==> config.mk <==
export PLATFORM = sky130hd
export DESIGN_NAME = mult_seq_ctrl
export DESIGN_NICKNAME = d
export VERILOG_FILES = /design/src/rtl/mult_seq_ctrl.sv
export SDC_FILE = /design/constraint.sdc
export NUM_CORES = 1
export LEC_CHECK = 0
export CAP_MARGIN = 20
export CORE_ASPECT_RATIO = 1.5
export CORE_UTILIZATION = 30
export CTS_BUF_LIST = sky130_fd_sc_hd__clkbuf_8 sky130_fd_sc_hd__clkbuf_16
export CTS_CLUSTER_SIZE = 24
export DETAILED_ROUTE_END_ITERATION = 8
export SKIP_CTS_REPAIR_TIMING = 1
export SYNTH_ARGS = -nofsm -noshare
export SYNTH_HDL_FRONTEND = slang
export SYNTH_SLANG_ARGS = --single-unit
==> constraint.sdc <==
create_clock -name clk -period 3.9 [get_ports clk]
set_input_delay 0.39 -clock clk [delete_from_list [all_inputs] [get_ports clk]]
set_output_delay 0.39 -clock clk [all_outputs]
set_load 0.02 [all_outputs]
==> src/rtl/mult_seq_ctrl.sv <==
// mult_seq_ctrl: step-driven sequential shift-add multiplier with a stored
// reference value and a three-way magnitude compare.
//
// Operand A is loaded on the first step and operand B on the second. The
// multiply then runs one shift-add iteration per cycle. The result lands in
// prod, and done pulses for one cycle.
//
// Optional feature (compile-time macro MULT_EARLY_EXIT_EN):
//   undefined - MULT always runs WIDTH iterations.
//   defined   - MULT ends after the first iteration that leaves the shifted
//               multiplier at zero, with a minimum of one iteration. The
//               product value is unchanged; only the done timing moves.
module mult_seq_ctrl #(
  parameter int unsigned WIDTH = 8
) (
  input  logic                 clk,
  input  logic                 rst,
  input  logic                 step,
  input  logic                 store,
  input  logic [WIDTH-1:0]     bin,
  output logic [WIDTH-1:0]     a_out,
  output logic [WIDTH-1:0]     b_out,
  output logic [2*WIDTH-1:0]   prod,
  output logic [2*WIDTH-1:0]   ref_val,
  output logic [2:0]           state,
  output logic                 busy,
  output logic                 done,
  output logic [2:0]           cmp
);

  localparam int unsigned PW = 2 * WIDTH;
  localparam int unsigned CW = $clog2(WIDTH) + 1;

  typedef enum logic [2:0] {
    S_IDLE   = 3'd0,
    S_WAIT_B = 3'd1,
    S_MULT   = 3'd2,
    S_DONE   = 3'd3
  } state_e;

  state_e           state_q;
  logic [WIDTH-1:0] a_q;
  logic [WIDTH-1:0] b_q;
  logic [WIDTH-1:0] mplr_q;
  logic [PW-1:0]    acc_q;
  logic [PW-1:0]    prod_q;
  logic [PW-1:0]    ref_q;
  logic [CW-1:0]    cnt_q;
  logic             busy_q;
  logic             done_q;

  logic [PW-1:0]    addend;
  logic [PW-1:0]    acc_sum;
  logic [WIDTH-1:0] mplr_shr;
  logic             last_iter;

  // One shift-add iteration: partial product, new accumulator, loop exit test
  always_comb begin
    addend    = '0;
    if (mplr_q[0]) begin
      addend = PW'(a_q) << cnt_q;
    end
    acc_sum   = acc_q + addend;
    mplr_shr  = mplr_q >> 1;
    last_iter = (cnt_q == CW'(WIDTH - 1));
`ifdef MULT_EARLY_EXIT_EN
    // No set bits remain in the multiplier, so later iterations add nothing
    if (mplr_shr == '0) begin
      last_iter = 1'b1;
    end
`endif
  end

  // Control FSM together with all of its registered datapath and outputs
  always_ff @(posedge clk or negedge rst) begin
    if (!rst) begin
      state_q <= S_IDLE;
      a_q     <= '0;
      b_q     <= '0;
      mplr_q  <= '0;
      acc_q   <= '0;
      prod_q  <= '0;
      ref_q   <= '0;
      cnt_q   <= '0;
      busy_q  <= 1'b0;
      done_q  <= 1'b0;
    end else begin
      done_q <= 1'b0;
      case (state_q)
        S_IDLE: begin
          if (step) begin
            a_q     <= bin;
            state_q <= S_WAIT_B;
          end
        end

        S_WAIT_B: begin
          if (step) begin
            b_q     <= bin;
            mplr_q  <= bin;
            acc_q   <= '0;
            cnt_q   <= '0;
            busy_q  <= 1'b1;
            state_q <= S_MULT;
          end
        end

        // step and store are deliberately not looked at here
        S_MULT: begin
          acc_q  <= acc_sum;
          mplr_q <= mplr_shr;
          cnt_q  <= cnt_q + CW'(1);
          if (last_iter) begin
            prod_q  <= acc_sum;
            busy_q  <= 1'b0;
            done_q  <= 1'b1;
            state_q <= S_DONE;
          end
        end

        // store and step are independent, so both can act on the same cycle
        S_DONE: begin
          if (store) begin
            ref_q <= prod_q;
          end
          if (step) begin
            a_q     <= bin;
            state_q <= S_WAIT_B;
          end
        end

        default: begin
          busy_q  <= 1'b0;
          state_q <= S_IDLE;
        end
      endcase
    end
  end

  assign a_out   = a_q;
  assign b_out   = b_q;
  assign prod    = prod_q;
  assign ref_val = ref_q;
  assign state   = state_q;
  assign busy    = busy_q;
  assign done    = done_q;

  // Magnitude compare of product against reference, encoded as {GT,EQ,LT}
  assign cmp = {(prod_q > ref_q), (prod_q == ref_q), (prod_q < ref_q)};

endmodule

Yosys cells after proc, flatten, opt, wreduce, memory -nomap -nowiden
Index checks and enable logic that the tools add are counted.
{"block": "totals", "register_bits": 81, "output_inout_bits": 56}
{"block": "op_classes", "addsub": 2, "n_lt_le_gt_ge": 2, "n_eq_ne": 8, "shifts": 1, "n_mux": 16, "bitwise": 1, "n_reduce_logical": 10}
{"op": "16-bit 2-to-1 mux", "count": 2}
{"op": "16-bit case mux with 2 select lines", "count": 1}
{"op": "16-bit adder", "count": 1}
{"op": "16-bit == test", "count": 1}
{"op": "16-bit greater-than comparator", "count": 1}
{"op": "16-bit less-than comparator", "count": 1}
{"op": "8-bit case mux with 2 select lines", "count": 1}
{"op": "8-bit by 4-bit << shifter with 16-bit output", "count": 1}
{"op": "2-bit AND reduction", "count": 5}
{"op": "3-bit 2-to-1 mux", "count": 3}
{"op": "3-bit case mux with 3 select lines", "count": 1}
{"op": "8-bit 2-to-1 mux", "count": 1}
{"op": "4-bit case mux with 2 select lines", "count": 1}
{"op": "3-bit by 2-bit == test with 1-bit output (second input constant)", "count": 2}
{"op": "3-bit AND reduction", "count": 2}
{"op": "4-bit by 1-bit adder with 4-bit output (second input constant)", "count": 1}
{"op": "4-bit by 3-bit == test with 1-bit output (second input constant)", "count": 1}
{"op": "1-bit 2-to-1 mux", "count": 4}
{"op": "4-bit 2-to-1 mux", "count": 1}
{"op": "2-bit inequality test (second input constant)", "count": 2}
{"op": "3-bit by 1-bit == test with 1-bit output (second input constant)", "count": 1}
{"op": "3-bit logical NOT", "count": 1}
{"op": "1-bit case mux with 3 select lines", "count": 1}
{"op": "2-bit by 1-bit inequality test with 1-bit output (second input constant)", "count": 1}
{"op": "other kinds (3)", "count": 3}

Depth between registers and ports, before layout
Gate-level depths: netlist of run 1.
{"block": "depth", "ltp_word": 4, "mapped_depth": 16, "depth_no_buf": 13}

Least setup slack after synthesis of run 1
Ideal clock, no wire load.
{"block": "synth_timing", "kind": "flip-flop to flip-flop", "start": "register mplr_q[0]", "end": "register prod_q[14], in the netlist prod[14]", "setup_ps": 133, "arrival_ps": 2756, "required_ps": 3767, "slack_ps": 1012, "stages_incl_launch_ff": 14, "n_path_buf": 1, "period_less_slack_ps": 2888, "cell_sequence": "dfrtp_1 > clkbuf_1 > nand2_1 > or2_2 > nor3_1 > ha_1 > inv_1 > fa_1 > nor2b_1 > o21a_1 > o21ai_2 > a2111oi_1 > o31a_1 > o31ai_1"}
{"block": "synth_via", "elab_chain_len": 2}
{"item": "start: declaration", "line_no": "44", "rtl": "logic [WIDTH-1:0] mplr_q;"}
{"item": "start signal: assignment", "line_no": "100", "rtl": "mplr_q <= bin;"}
{"item": "start signal: assignment", "line_no": "111", "rtl": "mplr_q <= mplr_shr;"}
{"item": "16-bit 2-to-1 mux", "line_no": "60", "rtl": "if (mplr_q[0]) begin"}
{"item": "16-bit adder", "line_no": "63", "rtl": "acc_sum = acc_q + addend;"}
{"item": "end signal: assignment", "line_no": "114", "rtl": "prod_q <= acc_sum;"}
{"item": "end: declaration", "line_no": "46", "rtl": "logic [PW-1:0] prod_q;"}
No other way between the ends.
A chain may end at the register's enable or synchronous reset.

Final worst setup path of run 1
{"block": "layout_timing", "start": "register cnt_q[3]", "end": "register acc_q[14]"}
{"block": "layout_via", "elab_chain_len": 4}
{"item": "start: declaration", "line_no": "48", "rtl": "logic [CW-1:0] cnt_q;"}
{"item": "start signal: assignment", "line_no": "112", "rtl": "cnt_q <= cnt_q + CW'(1);"}
{"item": "8-bit by 4-bit << shifter with 16-bit output", "line_no": "61", "rtl": "addend = PW'(a_q) << cnt_q;"}
{"item": "16-bit 2-to-1 mux", "line_no": "60"}
{"item": "16-bit adder", "line_no": "63"}
{"item": "16-bit case mux with 2 select lines", "line_no": "89", "rtl": "case (state_q)"}
{"item": "end signal: assignment", "line_no": "110", "rtl": "acc_q <= acc_sum;"}
{"item": "end: declaration", "line_no": "45", "rtl": "logic [PW-1:0] acc_q;"}
No other way between the ends.

==> results.cfg, run 1 <==
[run_status]
status = finished, final reports clean

[logic_synthesis]
synth_top_area_share_pct = 41.34
yosysMostFrequentCell = dfrtp_1
synth_common_cells = dfrtp_1 (80), nand2_1 (62), o21ai_0 (55)
ys_seq_area_share_pct = 41.34
synth_compound_area_share_pct = 17.05
syn_nets = 550
yosys_warnings = 0
syn_area_per_cell_um2 = 9.665
ys_ff_latch = 80
async_reset_ff_share_pct = 100.0
post_synth_main_area_contributors = dfrtp_1 (41%), ha_1 (9.3%), mux2_2 (8.4%)
synth_top_area_cell = dfrtp_1
ys.flop_type = dfrtp_1
synthDistinctLibCells = 57
synthesis.area_um2 = 4842
synth_edf_count = 0
synth_top_family_by_area = compound AO/OA/AOI/OAI gates
synthSimpleGateAreaFrac_pct = 13.82
synth_xor_area_share_pct = 1.809
synth-adder-area-share_pct = 9.716
synth_cells = 501
synthMuxAreaShare_pct = 11.99

[power_and_ir_drop]
p_leak_nw = 2.604
vdd_drop_max_v = 0.0004187
powerDensity_nw_per_um2 = 737.4

[timing]
max_freq_mhz = 281.5
fin_crit_sh_pct = 91.09
grt_setup_unrepaired = no
setup_tns_ps = 0
final_max_slew_viol_count = 0
finClkSkew_ps = 9.581
tightest_slew_ps = 766.7
post-route-min-period_ps = 3552
hold_violations = 0
setup_viol = 0
relSlewSlack_pct = 48.88

[run]
drv_cap = 0

[global_routing]
grt.total_usage_pct = 14.47
grt-ovfl-total = 0
grt_pass1_vias = 3889
grt_pass1_wl_um = 19150
grt_max_degree = 81
antenna_found_initial = 0

[worst_hold_path]
hp-class = input port to async pin

[routing]
drc = 0
vias = 3788
dr.first_iter.drc_count = 133
wl_um = 11400
drtPass1Iterations = 4
wl_per_cell_um = 14.83
ant_nets = 0
vias_per_cell = 4.926

[critical_path]
crit_path_end_kind = register
crit_type = register to register
path_max_fanout = 14
crit_arrival_ps = 3780
crit_path_start_kind = register
cp_data_required_time_ps = 4130

[cts]
cts_tree = built
clkSinkCount = 80
clockRootBuffer = clkbuf_16
clock_path_buffers = 2
htreeDepth = 3
cts.clk_slew.worst_paths_ps = 60
insertion_delay_ps = 340
cts_buffers = 9

[finish]
fin_nets = 610
drive_gt1_share_pct = 11.84
instances_no_fill = 769
diodes = 0
areaGrowthSynthToFinish_pct = 23.51

[die]
die_area_um2 = 16660
num_rows = 56
die_h_um = 157.6
die_w_um = 105.7
core-area_um2 = 15700
io_pins = 68
initial_core_util_pct = 30.85

[placement]
gp_congestion = 0.8871
dp_hpwl_um = 8798
portBuffers = 66
post-place-cells = 752
path summary, 6_finish.rpt:
| kind | from | end | slack [ps] | cells past startpoint |
|---|---|---|---|---|
| worst max-delay path | cnt_q[3] | acc_q[14] | 350 | 13 |
| min in group clk | mplr_q[1] | mplr_q[1] | 480 | 2 |
| max in group asynchronous | rst | prod[6] | 3270 | 2 |
| worst min register to register | mplr_q[1] | mplr_q[1] | 480 | 2 |
| worst min-delay path | rst | b_out[0] | 30 | 1 |
| worst max register to register | cnt_q[3] | acc_q[14] | 350 | 13 |
cells in the final DEF, fill, tap and decap left out, drive strengths merged, types with 6 or more instances in the layout:
cell type | netlist | routed
dfrtp | 80 | 80
clkdlybuf4s50 | 0 | 65
nand2 | 62 | 62
o21ai | 59 | 59
mux2 | 36 | 36
ha | 36 | 36
inv | 27 | 29
a21oi | 21 | 21
nor2 | 19 | 19
mux2i | 13 | 13
nor2b | 13 | 13
nand2b | 9 | 9
o21a | 9 | 9
nand3 | 9 | 9
clkbuf | 17 | 9
and2 | 8 | 8
nor3 | 7 | 7
a21o | 7 | 7
buf | 6 | 7
xor2 | 6 | 6
cells by family after synthesis:
group | after synthesis
XOR/XNOR | 10
other | 1
AO/OA/AOI/OAI | 131
flip-flops | 80
AND/OR/NAND/NOR | 141
buffers and inverters | 50
multiplexers | 51
adder cells (fa/ha/maj) | 37
metrics by stage:
step                instance area, um^2  hold slack, ps  util [%]  setup WS, ps  total power, W
finish                             5981           30.13     38.11         347.5        0.004410
global placement                   5694           465.0     36.28         556.3        0.003648
CTS                                5961           271.2     37.98         357.5        0.004460
floorplan                          4842           94.41         -          1012        0.002855
detailed placement                 5694           470.7     36.28         384.6        0.003687
global route                       5981           70.16     38.11         110.9        0.004729
final cells by class:
type                            count  area, um^2
Fill cell                        1582        9714
Multi-Input combinational cell    371        2641
Sequential cell                    80        2002
Timing Repair Buffer               72       715.7
Tap cell                          203       254.0
Clock buffer                        9       225.2
Inverter                           27       101.3
Clock inverter                      7       41.29
registers in the layout (all words and copies together), names as in the netlist:
signal,flops
acc_q,16
prod,16
busy,1
done,1
ref_val,16
b_out,8
mplr_q,8
a_out,8
state,2
cnt_q,4
metal layers:
layer	vias up	track usage [%]	part of all wire, %
met1	1806	16.11	42
met2	75	27.86	54
met3	9	2.388	3.0
met5	-	0	0
li1	1898	-	-
met4	0	4.365	1.1
worst max-delay path, stage by stage (launching register included):
cell and delay (ps):
dfrtp_1 520, inv_1 190, nand2_1 140, or2_2 320, nor3_1 150, ha_1 230
inv_1 70, fa_1 410, nor2b_1 130, o21a_1 180, o21ai_2 100, a2111oi_1 600
nor4_1 150, o31ai_1 260
where the power goes:
part | switching, W | internal (W) | total [W]
registers | 0.000238 | 0.00106 | 0.00130
clock network | 0.000326 | 0.000425 | 0.000751
logic | 0.00129 | 0.00107 | 0.00236
Note: power is estimated with default switching activity, not from simulation.
==> run 2, diff against run 1 <==
==> constraint.sdc (replaced) <==
create_clock -name clk -period 4.55 [get_ports clk]
set_input_delay 0.455 -clock clk [delete_from_list [all_inputs] [get_ports clk]]
set_output_delay 0.455 -clock clk [all_outputs]
set_load 0.02 [all_outputs]
==> results.cfg, run 2 (synthesis gave the netlist of run 1 again) <==
[finish]
fin_nets = 607
mostFrequentLayoutCells = dfrtp_1 (80), clkdlybuf4s50_1 (65), nand2_1 (62)
areaGrowthSynthToFinish_pct = 23.20
final_common_cell = dfrtp_1
fillers = 1606
drive_gt1_share_pct = 11.72
diodes = 0
fin_util_pct = 38.01

[power_and_ir_drop]
seq_power_share_pct = 29.9
pwr-share-comb_pct = 52.7
powerDensity_nw_per_um2 = 636.2
power_switching_w = 0.001605
swShare_pct = 42.30
p_clk_share_pct = 17.4
p_leak_nw = 2.589
internal-power_w = 0.002190
vdd_drop_max_v = 0.0005227

[die]
core-area_um2 = 15700
initial_core_util_pct = 30.85
die_h_um = 157.6
die_w_um = 105.7
io_pins = 68
num_rows = 56
die_area_um2 = 16660

[critical_path]
crit_path_end_kind = register
cp_slowest_cell = dfrtp_1
crit_arrival_ps = 3740
cp_cell_sequence = mux4_2 -> mux2i_1 -> nor2_1 -> ha_1 -> a2111oi_4 -> a211oi_1 -> or4_1 -> nand3_1
path_max_fanout = 17
cp_data_required_time_ps = 4820
crit_type = register to register
crit_path_start_kind = register
cpPeakStageDelay_ps = 720

[timing]
hold_violations = 0
max_freq_mhz = 288.0
fin_crit_sh_pct = 76.31
setup_tns_ps = 0
finClkSkew_ps = 6.114
tightest_slew_ps = 787.1
post-route-min-period_ps = 3472
fin_ws_ps = 1078
setup_viol = 0
grt_setup_unrepaired = no
relSlewSlack_pct = 47.52
final_max_slew_viol_count = 0

[routing]
vias_per_cell = 5.054
drc = 0
wl_um = 11550
wl_per_cell_um = 15.07
ant_nets = 0
drtPass1Iterations = 4
dr.first_iter.drc_count = 94
vias = 3871

[placement]
dp_hpwl_um = 8895
place_ws_ps = 1083
portBuffers = 66
gp_congestion = 0.9017

[cts]
cts.clk_slew.worst_paths_ps = 60
clock_path_buffers = 2
clockRootBuffer = clkbuf_16
clkSinkCount = 80
cts_tree = built
cts_buffers = 9
htreeDepth = 3
insertion_delay_ps = 330

[global_routing]
grt_max_degree = 81
grt_pass1_vias = 3936
grt_pass1_wl_um = 19220
grt.total_usage_pct = 14.52
grt-ovfl-total = 0
antenna_found_initial = 0

[worst_hold_path]
hp-class = input port to async pin

[run_status]
status = finished, final reports clean

[run]
drv_cap = 0
-- run 2: cell types whose count changed in the layout (fill, tap and decap cells not counted) --
cell      change
buf_4         -3
clkinv_2      +2
inv_1         -2
clkbuf_8      +1
clkinv_4      -1
-- run 2: area by class of cell --
class	count	area [um^2]	share of cell area (%)
Multi-Input combinational cell	371	2641	44.27
Sequential cell	80	2002	33.56
Timing Repair Buffer	69	693.2	11.62
Tap cell	203	254.0	4.258
Clock buffer	10	239.0	4.006
Inverter	27	101.3	1.699
Clock inverter	6	35.03	0.5872
-- run 2: power by group through the flow --
stage          sequential, W  clock [W]  combinational (W)
6_report             0.00113   0.000661            0.00200
4_1_cts              0.00114   0.000682            0.00203
3_3_place_gp         0.00114          0            0.00198
3_5_place_dp         0.00115          0            0.00202
2_1_floorplan        0.00117          0            0.00128
5_1_grt              0.00117   0.000720            0.00220
-- run 2: metrics by stage --
stage                     total power [W]  std cells  cell area [um^2]  hold slack, ps
after floorplan                  0.002447        501              4842           159.4
after global placement           0.003119        749              5672           464.6
after detailed placement         0.003164        749              5672           475.2
after CTS                        0.003845        765              5946           335.2
after global routing             0.004085        766              5966           135.9
final                            0.003795        766              5966           98.39
-- run 2: critical path, delay by kind of cell, from the launching register on --
family                   cells  cell delay (ps)
AO/OA/AOI/OAI                2              660
flip-flops                   1              720
multiplexers                 2              850
adder cells (fa/ha/maj)      1              400
AND/OR/NAND/NOR              3              770
-- run 2: per-layer routing --
metal / vias to the layer above / global-route usage [%] / wire (um)
li1: 1891 / - / -
met2: 85 / 26.92 / 6021
met3: 23 / 2.964 / 416
met4: 0 / 6.283 / 333
met1: 1872 / 15.90 / 4773
met5: - / 0 / 0
-- run 2: worst paths after layout --
kind                             end  cells past startpoint  slack [ps]      start
max                        acc_q[12]                      8        1080   cnt_q[0]
min                         b_out[1]                      1         100        rst
max reg2reg                acc_q[12]                      8        1080   cnt_q[0]
min reg2reg                mplr_q[6]                      2         480  mplr_q[6]
max in group asynchronous    prod[6]                      2        3860        rst
min in group clk           mplr_q[6]                      2         480  mplr_q[6]
